## config.mk

```make
export PLATFORM = sky130hd
export DESIGN_NAME = p2_writeback_arbiter
export DESIGN_NICKNAME = d
export VERILOG_FILES = /design/src/rtl/p2_writeback_arbiter.sv
export SDC_FILE = /design/constraint.sdc
export NUM_CORES = 1
export LEC_CHECK = 0
export ABC_AREA = 1
export CAP_MARGIN = 20
export CORE_UTILIZATION = 40
export CTS_CLUSTER_SIZE = 10
export DETAILED_ROUTE_END_ITERATION = 6
export SYNTH_ARGS = -nofsm -noshare
export SYNTH_HDL_FRONTEND = slang
export SYNTH_SLANG_ARGS = --single-unit
```

## constraint.sdc

```tcl
create_clock -name cpu_clk_i -period 6.2 [get_ports cpu_clk_i]
set_input_delay 1.55 -clock cpu_clk_i [delete_from_list [all_inputs] [get_ports cpu_clk_i]]
set_output_delay 1.55 -clock cpu_clk_i [all_outputs]
set_load 0.1 [all_outputs]
```

## src/rtl/p2_writeback_arbiter.sv

```systemverilog
// ============================================================================
// Module   : p2_writeback_arbiter
// Purpose  : Shares PRF write port p2 and the completion port between the
//            load, complex and CSR units through private 2-entry buffers.
// Revision : 1.0 - initial release
// ============================================================================
`default_nettype none

module p2_writeback_arbiter #(
    parameter int STARVE_LIMIT = 4
) (
    input  logic        cpu_clk_i,
    input  logic        cpu_rst_i,
    input  logic        flush_i,

    input  logic        ld_vld_i,
    input  logic [5:0]  ld_dest_i,
    input  logic [31:0] ld_data_i,
    input  logic [5:0]  ld_rob_i,
    output logic        ld_ready_o,

    input  logic        cu_vld_i,
    input  logic [5:0]  cu_dest_i,
    input  logic [31:0] cu_data_i,
    input  logic [5:0]  cu_rob_i,
    output logic        cu_ready_o,

    input  logic        csr_vld_i,
    input  logic [5:0]  csr_dest_i,
    input  logic [31:0] csr_data_i,
    input  logic [5:0]  csr_rob_i,
    input  logic        csr_excp_i,
    output logic        csr_ready_o,

    output logic        p2_we_o,
    output logic [5:0]  p2_we_dest_o,
    output logic [31:0] p2_we_data_o,
    output logic        completion_valid_o,
    output logic [5:0]  completed_rob_o,
    output logic        exception_o,
    output logic [5:0]  exception_rob_o,
    output logic [3:0]  exception_code_o
);

    localparam int       c_NSRC  = 3;
    localparam int       c_EW    = 45;
    localparam logic [2:0] c_LIMIT = 3'(STARVE_LIMIT);

    // Entry layout: {excp, dest[5:0], data[31:0], rob[5:0]}
    logic [c_NSRC-1:0][c_EW-1:0] w_push_entry;
    logic [c_NSRC-1:0][c_EW-1:0] w_head;
    logic [c_NSRC-1:0]           w_vld;
    logic [c_NSRC-1:0]           w_ready;
    logic [c_NSRC-1:0]           w_push;
    logic [c_NSRC-1:0]           w_nonempty;
    logic [c_NSRC-1:0]           w_grant;
    logic                        w_clear;

    logic                        w_nl_pend;
    logic                        w_nl_cu;
    logic                        w_starved;
    logic [c_EW-1:0]             w_gnt_entry;

    logic [2:0]                  r_starve_cnt;
    logic                        r_rr_ptr;

    assign w_clear = cpu_rst_i | flush_i;

    assign w_push_entry[0] = {1'b0,       ld_dest_i,  ld_data_i,  ld_rob_i};
    assign w_push_entry[1] = {1'b0,       cu_dest_i,  cu_data_i,  cu_rob_i};
    assign w_push_entry[2] = {csr_excp_i, csr_dest_i, csr_data_i, csr_rob_i};
    assign w_vld           = {csr_vld_i, cu_vld_i, ld_vld_i};
    assign w_push          = w_vld & w_ready;

    assign ld_ready_o  = w_ready[0];
    assign cu_ready_o  = w_ready[1];
    assign csr_ready_o = w_ready[2];

    generate
        for (genvar gi = 0; gi < c_NSRC; gi++) begin : g_fifo
            logic [c_EW-1:0] r_mem [2];
            logic [1:0]      r_count;
            logic            r_wptr;
            logic            r_rptr;

            assign w_ready[gi]    = (r_count < 2'd2);
            assign w_nonempty[gi] = (r_count != 2'd0);
            assign w_head[gi]     = r_mem[r_rptr];

            always_ff @(posedge cpu_clk_i) begin
                if (w_clear) begin
                    r_count <= 2'd0;
                    r_wptr  <= 1'b0;
                    r_rptr  <= 1'b0;
                end else begin
                    if (w_push[gi]) begin
                        r_mem[r_wptr] <= w_push_entry[gi];
                        r_wptr        <= ~r_wptr;
                    end
                    if (w_grant[gi]) begin
                        r_rptr <= ~r_rptr;
                    end
                    r_count <= r_count + {1'b0, w_push[gi]} - {1'b0, w_grant[gi]};
                end
            end
        end
    endgenerate

    // Loads win unless a non-load result has watched STARVE_LIMIT load grants go by.
    always_comb begin
        w_grant   = '0;
        w_nl_pend = w_nonempty[1] | w_nonempty[2];
        if (w_nonempty[1] && w_nonempty[2]) begin
            w_nl_cu = ~r_rr_ptr;
        end else begin
            w_nl_cu = w_nonempty[1];
        end
        w_starved = w_nl_pend && (r_starve_cnt == c_LIMIT);
        if (w_nonempty[0] && !w_starved) begin
            w_grant = 3'b001;
        end else if (w_nl_pend) begin
            w_grant = w_nl_cu ? 3'b010 : 3'b100;
        end
    end

    always_comb begin
        w_gnt_entry = w_head[2];
        if (w_grant[0]) begin
            w_gnt_entry = w_head[0];
        end else if (w_grant[1]) begin
            w_gnt_entry = w_head[1];
        end
    end

    always_ff @(posedge cpu_clk_i) begin
        if (w_clear) begin
            p2_we_o            <= 1'b0;
            p2_we_dest_o       <= 6'd0;
            p2_we_data_o       <= 32'd0;
            completion_valid_o <= 1'b0;
            completed_rob_o    <= 6'd0;
            exception_o        <= 1'b0;
            exception_rob_o    <= 6'd0;
            r_starve_cnt       <= 3'd0;
            r_rr_ptr           <= 1'b0;
        end else begin
            p2_we_o            <= 1'b0;
            completion_valid_o <= 1'b0;
            exception_o        <= 1'b0;
            if (|w_grant) begin
                p2_we_dest_o    <= w_gnt_entry[43:38];
                p2_we_data_o    <= w_gnt_entry[37:6];
                completed_rob_o <= w_gnt_entry[5:0];
                if (w_gnt_entry[44]) begin
                    exception_o     <= 1'b1;
                    exception_rob_o <= w_gnt_entry[5:0];
                end else begin
                    completion_valid_o <= 1'b1;
                    p2_we_o            <= (w_gnt_entry[43:38] != 6'd0);
                end
            end
            if (w_grant[1] || w_grant[2]) begin
                r_starve_cnt <= 3'd0;
                r_rr_ptr     <= w_grant[1];
            end else if (w_grant[0] && w_nl_pend) begin
                r_starve_cnt <= r_starve_cnt + 3'd1;
            end
        end
    end

    assign exception_code_o = 4'd2;

endmodule

`default_nettype wire
```

==> results.md, run 1 <==
* Register area share after synthesis at 72.21%
* Die Footprint at around 33000 um2
* Mapped cell area at roughly 13000 um2
* Io pins at approximately 200
* Clk pwr share at about 28%
* Crit share post-route at between 50% and 60%
* Finished Layout Cells at 1779
* WL/cell at around 19 um
* Bufs on Longest Clock Path at 3
* WL met3 at approximately 2.2 mm
* Cell Rows at 65
* 1st-iter DRT viols at roughly 760
* CTS root buffer: clkbuf_16
* Synth top area share at between 60% and 70%
* Design Area, Final at approximately 17000 um2
* Largest net degree at the start of global routing at 52
* CP startpoint kind: input pin
* Top layer in use: met4
* Setup slack after layout at about 2.5 ns
* Residual DRC at 0
* Top cell family by delay on the critical path: buffers and inverters
* Setup TNS at 0 ns
* All-layer global routing usage at around a fifth
* Metal-1 WL at between 10 and 15 mm
* Initial antenna violation count at 0
* Final setup vio count at 0
* CP cell instances: clkdlybuf4s50_1 -> nor2_4 -> buf_4 -> clkinv_1 -> buf_4 -> nor2_4 -> buf_4
* Post-CTS Hold Fix Bufs at 0
* Achievable frequency at ~270 MHz
* Share of power burned in registers at about two fifths
* Die Y at roughly 180 um
* Async SR Flop Fraction at 0%
* Vias in the first global route at 8428
* Cell variety after synth at 36
* Setup bufs post-CTS at 0
* Psw at 2.855 mW
* Routed WL at about 33 mm
* Top_reg_cell synth: edfxtp_1
* CP dominant cell by count: buf_4
* Minimum clock period at roughly 3.7 ns
* Vias at a little under 9000
* Final core occ at between 50% and 60%
* CTS tree: yes
* RSZ-0062 raised after global routing: false
* Min-Delay Path Class: reg2reg
* H-tree levels at 2
* Fillers at 2764
* Port bufs at 194
* Drt first pass iters at 5
* Outcome: finished clean
* Fraction of layout cells with a size suffix above 1 at 7.217%
* FF+latch count, synth at roughly 340
* Crit-path max FO at 36
* Most frequent cell after synthesis: nand2_1
* Worst path required time at about 6.4 ns
* Commonest cells in the netlist: nand2_1, edfxtp_1, nor2_1
* Clock Latency Late Sink at 0.52 ns
* Die Width at roughly 180 um
* Worst slack, placed at around 1.9 ns
* Slew Limit Fails at 0
* Final nets at 1460
* HPWL Detailed at 22.52 mm
* Vias per cell at a little under 5
* Internal at 4.452 mW
* Crit path DAT at 3.90 ns
* Actual slew at the worst max-slew pin at about 1.1 ns
* Post-placement cell area at ~15000 um2
* Syn Area/Cell at about 12 um2
* Total grt overflow at 0
* Critical path's slowest cell: nor2_4
* Leak pwr at roughly 6.1 nW
* Starting Density at just over 40%
* Synth Instances at approximately 1100
* Dpl cells at ~1700
* Routability cong. at around 0.85
* Leading post-synthesis cells by cell area: edfxtp_1, dfxtp_1, nand2_1
* Total CTS buffers at 40
* Setup crit end kind: register
* Max cap viols at 0
* Yosys warning total at 0
* WP buf/inv at 5
* CTS Sinks at approximately 340
* CP max stage delay at approximately 0.71 ns
* Final hold vios at 0
* PwrDens at approximately 440 nW/um2
* Layout area overhead at 26.37%
* Switch share at 39.07%
* Antenna Nets Post-Route at 0
* Max VDD drop at about 0.25 mV
* Crit Path Class: in2reg
* Slew Limit Headroom at about 27%
* PostCTS Resize Cnt at 0
* Combinational Power Share at between 30% and 40%
* Antenna fix cells at 0
* Layout Skew at between 0.015 and 0.02 ns
* Most area-hungry cell type in the Yosys netlist: edfxtp_1
* EDFF count, synth at ~270
* Worst-path clk slew at ~0.05 ns
* First-pass GRT wire length at 49.29 mm
* Met2 WL at 15.93 mm
* Core area at approximately 32000 um2
final cells by class:
| type | count | area (um2) | share of cell area [%] |
|---|---|---|---|
| sequential | 338 | 9433 | 57.17 |
| multi-input combinational | 687 | 3172 | 19.22 |
| timing repair buffer | 207 | 2039 | 12.36 |
| clock buffer | 70 | 1124 | 6.809 |
| tap | 435 | 544.3 | 3.298 |
| inverter | 39 | 156.4 | 0.9478 |
| clock inverter | 3 | 32.53 | 0.1971 |
layout by cell type, fill, tap and decap left out, types with 2 or more instances in the layout:
cell | netlist | final
o21ai_0 | 57 | 57
clkdlybuf4s50_1 | 0 | 194
clkbuf_16 | 0 | 40
nor2_2 | 3 | 4
a31oi_1 | 3 | 3
nand3_1 | 87 | 87
conb_1 | 2 | 4
o21ai_1 | 8 | 8
clkinv_1 | 3 | 3
inv_2 | 5 | 5
buf_4 | 15 | 13
clkbuf_1 | 14 | 29
nor2_8 | 2 | 2
ha_1 | 8 | 8
nor2_1 | 114 | 110
a21oi_1 | 27 | 27
dfxtp_2 | 0 | 3
nand2_1 | 318 | 318
nand2_2 | 8 | 8
nand2_4 | 4 | 4
xor2_1 | 5 | 5
nor2_4 | 2 | 5
nor3_2 | 0 | 3
nand4_1 | 24 | 24
edfxtp_1 | 266 | 266
dfxtp_1 | 72 | 69
nand3_2 | 3 | 3
o31ai_1 | 2 | 2
inv_1 | 29 | 29
cell families (layout without fill, tap and decap cells):
family	Yosys count	in the layout	share of synthesized area, %
simple gates	570	570	18.80
flops	338	338	72.21
compound gates	100	100	3.967
buf+inv	96	319	3.862
fa+ha+maj	8	8	0.7666
xor+xnor	5	5	0.3354
other cells	2	4	0.05751
layer usage:
layer	up-vias	global-route usage, %
li1	4226	-
met1	4154	26.45
met2	318	32.89
met3	64	3.452
met4	0	8.370
met5	-	0
sequential cells by signal (all words and copies together) (netlist names), 3 cells and up, named ones only:
name             cells
g_fifo.r_rptr        3
g_fifo.r_mem       266
g_fifo.r_count       6
p2_we_dest_o         6
exception_rob_o      6
r_starve_cnt         3
completed_rob_o      6
g_fifo.r_wptr        3
p2_we_data_o        32
power groups by stage:
stage	sequential, mW	combinational, mW	clock, mW
finish	2.78	2.45	2.08
global route	2.80	2.62	2.21
CTS	2.78	2.47	2.11
detailed placement	2.82	2.47	0
global placement	2.82	2.45	0
floorplan	3.52	1.07	0
worst reg2reg max path, delay by kind of cell, from the launching register on:
kind	cells	cell delay, ns
AOI/OAI and AO/OA	1	0.31
and+or+nand+nor	5	0.41
buffers and inverters	2	1.28
DFF	1	0.92
path summary, 6_finish.rpt:
| check | start | to | slack (ns) | cells after the start |
|---|---|---|---|---|
| worst max-delay path | flush_i | g_fifo[1].r_mem[0][39] | 2.49 | 7 |
| worst min register to register | g_fifo[2].r_rptr | register | 0.45 | 1 |
| worst min-delay path | g_fifo[2].r_rptr | register | 0.45 | 1 |
| worst max register to register | register | p2_we_data_o[20] | 3.16 | 8 |
stage by stage:
stage / total power [mW] / hold WS (ns)
after floorplan: 4.586 / 0.4306
after global placement: 5.271 / 0.4310
after detailed placement: 5.289 / 0.4421
after CTS: 7.361 / 0.4517
after global routing: 7.639 / 0.4587
final: 7.307 / 0.4511
No activity file was read; power rests on OpenSTA's default activity.
==> inputs of run 2 (changes only) <==
==> constraint.sdc (replaced) <==
create_clock -name cpu_clk_i -period 3.1 [get_ports cpu_clk_i]
set_input_delay 0.775 -clock cpu_clk_i [delete_from_list [all_inputs] [get_ports cpu_clk_i]]
set_output_delay 0.775 -clock cpu_clk_i [all_outputs]
set_load 0.1 [all_outputs]
==> results.md, run 2 (synthesis results as in run 1) <==
* All-layer global routing usage at between 20% and 30%
* PostCTS Resize Cnt at 0
* Psw at around 5.8 mW
* Setup bufs post-CTS at 0
* Layout Skew at around 0.018 ns
* Antenna Nets Post-Route at 0
* Largest net degree at the start of global routing at 52
* Layout area overhead at 27.00%
* Io pins at 199
* Slew Limit Fails at 0
* Clk pwr share at 29.0%
* Outcome: finished clean
* Die Footprint at ~33000 um2
* Drt first pass iters at 5
* Final nets at approximately 1500
* Critical path endpoint: exception_rob_o[1]
* H-tree levels at 2
* Max VDD drop at between 0.7 and 0.8 mV
* Core area at ~32000 um2
* Die Y at approximately 180 um
* Fraction of layout cells with a size suffix above 1 at 12.24%
* Routability cong. at about 0.84
* Crit path DAT at between 2 and 3 ns
* CTS tree: yes
* Die Width at about 180 um
* R2R Path End: exception_rob_o[1]
* R2R setup slack at 0.74 ns
* Post-placement cell area at around 15000 um2
* Hold_ws at ~0.46 ns
* Vias in the first global route at ~8500
* PwrDens at 888.5 nW/um2
* Max cap viols at 0
* Port bufs at about 190
* Initial antenna violation count at 5
* Min-Delay Path Class: reg2reg
* Vias at slightly below 9000
* Achievable frequency at between 400 and 500 MHz
* Commonest non-fill, non-tap cell in the layout: nand2_1
* Commonest cells after routing, fill and taps aside: nand2_1, edfxtp_1, clkdlybuf4s50_1, nor2_1, nand3_1
* Worst setup path start: r_starve_cnt[1]
* Internal at 8.985 mW
* Crit share post-route at 76.28%
* Leak pwr at ~6.3 nW
* CP startpoint kind: register
* Largest reg by FF count: g_fifo.r_mem
* HPWL Detailed at ~23 mm
* Slew Limit Headroom at between 40 and 50%
* RSZ-0062 raised after global routing: false
* Worst-path clk slew at approximately 0.06 ns
* Routed WL at around 34 mm
* Crit-path max FO at 51
* Final setup vio count at 0
* First-pass GRT wire length at 50.51 mm
* Switch share at 39.02%
* Total grt overflow at 0
* Share of power burned in registers at between 30% and 40%
* Hold_sp: g_fifo[2].r_rptr
* 1st-iter DRT viols at about 630
* CTS Sinks at 338
* Starting Density at around two fifths
* Vias per cell at between 4 and 5
* Minimum clock period at between 2 and 2.5 ns
* Cell Rows at 65
* WL/cell at around 19 um
* Total CTS buffers at 40
* Residual DRC at 0
* Design Area, Final at ~17000 um2
* RR Startpoint: r_starve_cnt[1]
* Bufs on Longest Clock Path at 3
* Setup TNS at 0 ns
* Setup crit end kind: register
* CTS root buffer: clkbuf_16
* Worst path required time at 3.51 ns
* Crit Path Class: reg2reg
* Largest registers: g_fifo.r_mem (266), p2_we_data_o (32)
* Worst r2r path cells at 14
* Combinational Power Share at around a third
* Actual slew at the worst max-slew pin at 0.8129 ns
* Max reg flops at approximately 270
* Overall power at approximately 15 mW
* Final hold vios at 0
* Post-CTS Hold Fix Bufs at 0
* Clock Latency Late Sink at around 0.53 ns
## run 2: cell type report
class	instances	area (um2)
clock inverter	2	17.52
sequential	338	9433
clock buffer	72	1172
timing repair buffer	218	2057
inverter	39	156.4
multi-input combinational	687	3191
fill	2766	15220
antenna	5	12.51
tap	435	544.3
## run 2: worst min path at each step
stage / endpoint / slack (ns) / depth (start not counted)
detailed placement: register / 0.44 / 1
finish: register / 0.46 / 1
CTS: register / 0.45 / 1
floorplan: register / 0.43 / 1
global route: g_fifo[2].r_rptr / 0.47 / 1
global placement: register / 0.44 / 1
## run 2: power groups by stage
| stage | clock network (mW) | registers [mW] | logic (mW) |
|---|---|---|---|
| after detailed placement | 0 | 5.60 | 4.98 |
| after global routing | 4.52 | 5.55 | 5.30 |
| final | 4.27 | 5.52 | 4.94 |
| after CTS | 4.34 | 5.52 | 4.99 |
| after global placement | 0 | 5.61 | 4.94 |
| after floorplan | 0 | 7.04 | 2.14 |
## run 2: critical path, cell delays in order, from the launching register on
cell	delay, ns
dfxtp_1	0.31
inv_1	0.07
ha_1	0.14
nand2_1	0.05
inv_1	0.09
nand2_4	0.06
nand2_4	0.27
inv_8	0.21
nor2_8	0.14
buf_4	0.39
o21ai_0	0.19
nand3_1	0.17
nand2_1	0.06
nand2_1	0.06
inv_1	0.03
## run 2: per-layer routing
| layer | up-vias | part of all wire, % | track usage (%) |
|---|---|---|---|
| li1 | 4249 | - | - |
| met1 | 4156 | 42 | 25.81 |
| met2 | 273 | 50 | 36.29 |
| met3 | 47 | 6.2 | 4.430 |
| met4 | 2 | 1.8 | 4.874 |
| met5 | - | 0.032 | 0 |
## run 2: per-stage QoR
step                instances  utilization, %  setup slack (ns)
floorplan                1121               -           -0.6533
global placement         1717           48.37            0.4878
detailed placement       1717           48.37            0.4675
CTS                      1791           52.11            0.7139
global route             1791           52.11            0.4848
finish                   1796           52.15            0.7353
==> inputs of run 3 (changes only) <==
==> constraint.sdc (replaced) <==
create_clock -name cpu_clk_i -period 1.9 [get_ports cpu_clk_i]
set_input_delay 0.475 -clock cpu_clk_i [delete_from_list [all_inputs] [get_ports cpu_clk_i]]
set_output_delay 0.475 -clock cpu_clk_i [all_outputs]
set_load 0.1 [all_outputs]
==> results.md, run 3 (synthesis results as in run 1) <==
* First-pass GRT wire length at around 50 mm
* Largest registers: g_fifo.r_mem (266), p2_we_data_o (32)
* Worst path required time at approximately 2.3 ns
* Design Area, Final at between 15000 and 20000 um2
* Crit path DAT at between 2 and 2.5 ns
* Drt first pass iters at 5
* Fraction of layout cells with a size suffix above 1 at 16.61%
* Commonest non-fill, non-tap cell in the layout: nand2_1
* CP startpoint kind: register
* Worst-path clk slew at ~0.06 ns
* Achievable frequency at roughly 540 MHz
* Largest reg by FF count: g_fifo.r_mem
* Vias in the first global route at between 8000 and 9000
* Hold_sp: g_fifo[0].r_rptr
* Max reg flops at 266
* Starting Density at 41.06%
* Total CTS buffers at 40
* Largest net degree at the start of global routing at 40
* Max VDD drop at roughly 0.92 mV
* Commonest cells after routing, fill and taps aside: nand2_1, edfxtp_1, clkdlybuf4s50_1, nor2_1, nand3_1
* Final hold vios at 0
* Min-Delay Path Class: reg2reg
* Post-placement cell area at 16510 um2
* Post-CTS Hold Fix Bufs at 0
* CTS Sinks at about 340
* Crit share post-route at a little over nine tenths
* Setup crit end kind: register
* Cell Rows at 65
* Port bufs at 194
* Layout Skew at about 0.015 ns
* Die Y at approximately 180 um
* Dpl cells at ~1700
* Slew Limit Fails at 0
* Fillers at 2633
* Routability cong. at slightly below 0.9
* Vias per cell at 4.928
* Actual slew at the worst max-slew pin at approximately 0.54 ns
* 1st-iter DRT viols at 570
* Initial antenna violation count at 0
* Finished Layout Cells at about 1800
* Layout area overhead at 36.85%
* Multi-input gate area at between 3000 and 4000 um2
* Vias at about 9000
* CTS root buffer: clkbuf_16
* Crit Path Class: reg2reg
* All-layer global routing usage at between 20% and 30%
* Met2 WL at approximately 17 mm
* Antenna Nets Post-Route at 0
* H-tree levels at 2
* Hold_ws at between 0.4 and 0.5 ns
* Worst setup path start: r_starve_cnt[0]
* Leak pwr at slightly below 7 nW
* Slew Limit Headroom at 63.68%
* CP max stage delay at ~0.33 ns
* CTS tree: yes
* Crit-path max FO at 6
* Outcome: finished clean
* Metal-1 WL at about 14 mm
* Clock Latency Late Sink at between 0.5 and 0.6 ns
* RR Startpoint: r_starve_cnt[0]
* Io pins at 199
* Final setup vio count at 0
* Final nets at 1512
* Core area at between 30000 and 40000 um2
* Register Area at around 9400 um2
* Die Width at 182.7 um
* Minimum clock period at roughly 1.9 ns
* RSZ-0062 raised after global routing: true
* Routed WL at around 34 mm
* CP cell instances: inv_2 -> ha_1 -> nand2_1 -> inv_2 -> nand2_4 -> nand2_8 -> clkinv_8 -> buf_6 -> nor2_8 -> buf_12 -> buf_4 -> buf_4 -> nand2_2 -> nand3_2 -> nor2_1 -> nor2_1
* Antenna fix cells at 0
* WL met3 at 2.123 mm
* Critical path's slowest cell: dfxtp_2
* Die Footprint at between 30000 and 40000 um2
* Total grt overflow at 0
* Top layer in use: met4
* Bufs on Longest Clock Path at 3
* WL/cell at 18.55 um
* HPWL Detailed at around 24 mm
* Residual DRC at 0
* Max cap viols at 0
* PwrDens at between 1000 and 1500 nW/um2
==> run 3: critical path: cells and delay by family (launching register included) <==
kind	cells	cell delay (ns)
adders and majority gates	1	0.18
DFF	1	0.33
buffers and inverters	7	0.69
and+or+nand+nor	8	0.55
==> run 3: path summary, 6_finish.rpt <==
path	to	slack, ns	cells after the start
worst max register to register	completed_rob_o[0]	0.04	16
worst min-delay path	register	0.45	1
worst max-delay path	completed_rob_o[0]	0.04	16
worst min register to register	register	0.45	1
==> run 3: metal layers <==
layer | up-vias | GRT usage, %
met5 | - | 0
met4 | 0 | 7.429
met3 | 51 | 3.053
met2 | 329 | 34.43
met1 | 4325 | 26.67
li1 | 4323 | -
==> run 3: stage by stage <==
stage               TNS, ns  setup slack (ns)  power, mW  utilization (%)
detailed placement   -58.49           -0.2848      18.89            51.91
floorplan            -87.96           -0.4758      15.03                -
finish                    0           0.03984      25.99            56.20
global placement     -54.04           -0.2826      18.82            51.91
global route        -0.2970          -0.04755      27.07            56.20
CTS                       0         0.0004907      25.75            55.68
==> run 3: what timing repair did <==
| action | CTS | global route |
|---|---|---|
| resized for setup | 3 | 28 |
| setup buffers | 3 | 7 |
| endpoints found under the setup margin | 3 | 22 |
| pin swaps | 3 | 9 |
| endpoints found under the hold margin | 0 | 0 |
==> run 3: power breakdown <==
group	leakage [nW]	switching (mW)	internal, mW
Clock	0.554	2.77	4.05
Sequential	3.01	0.596	8.63
Combinational	3.17	6.43	3.52
==> run 3: area by class of cell <==
class | count | share of cell area, %
sequential | 338 | 52.82
multi-input combinational | 687 | 18.54
timing repair buffer | 259 | 18.09
clock buffer | 71 | 6.372
tap | 435 | 3.046
inverter | 39 | 0.9873
clock inverter | 3 | 0.1470
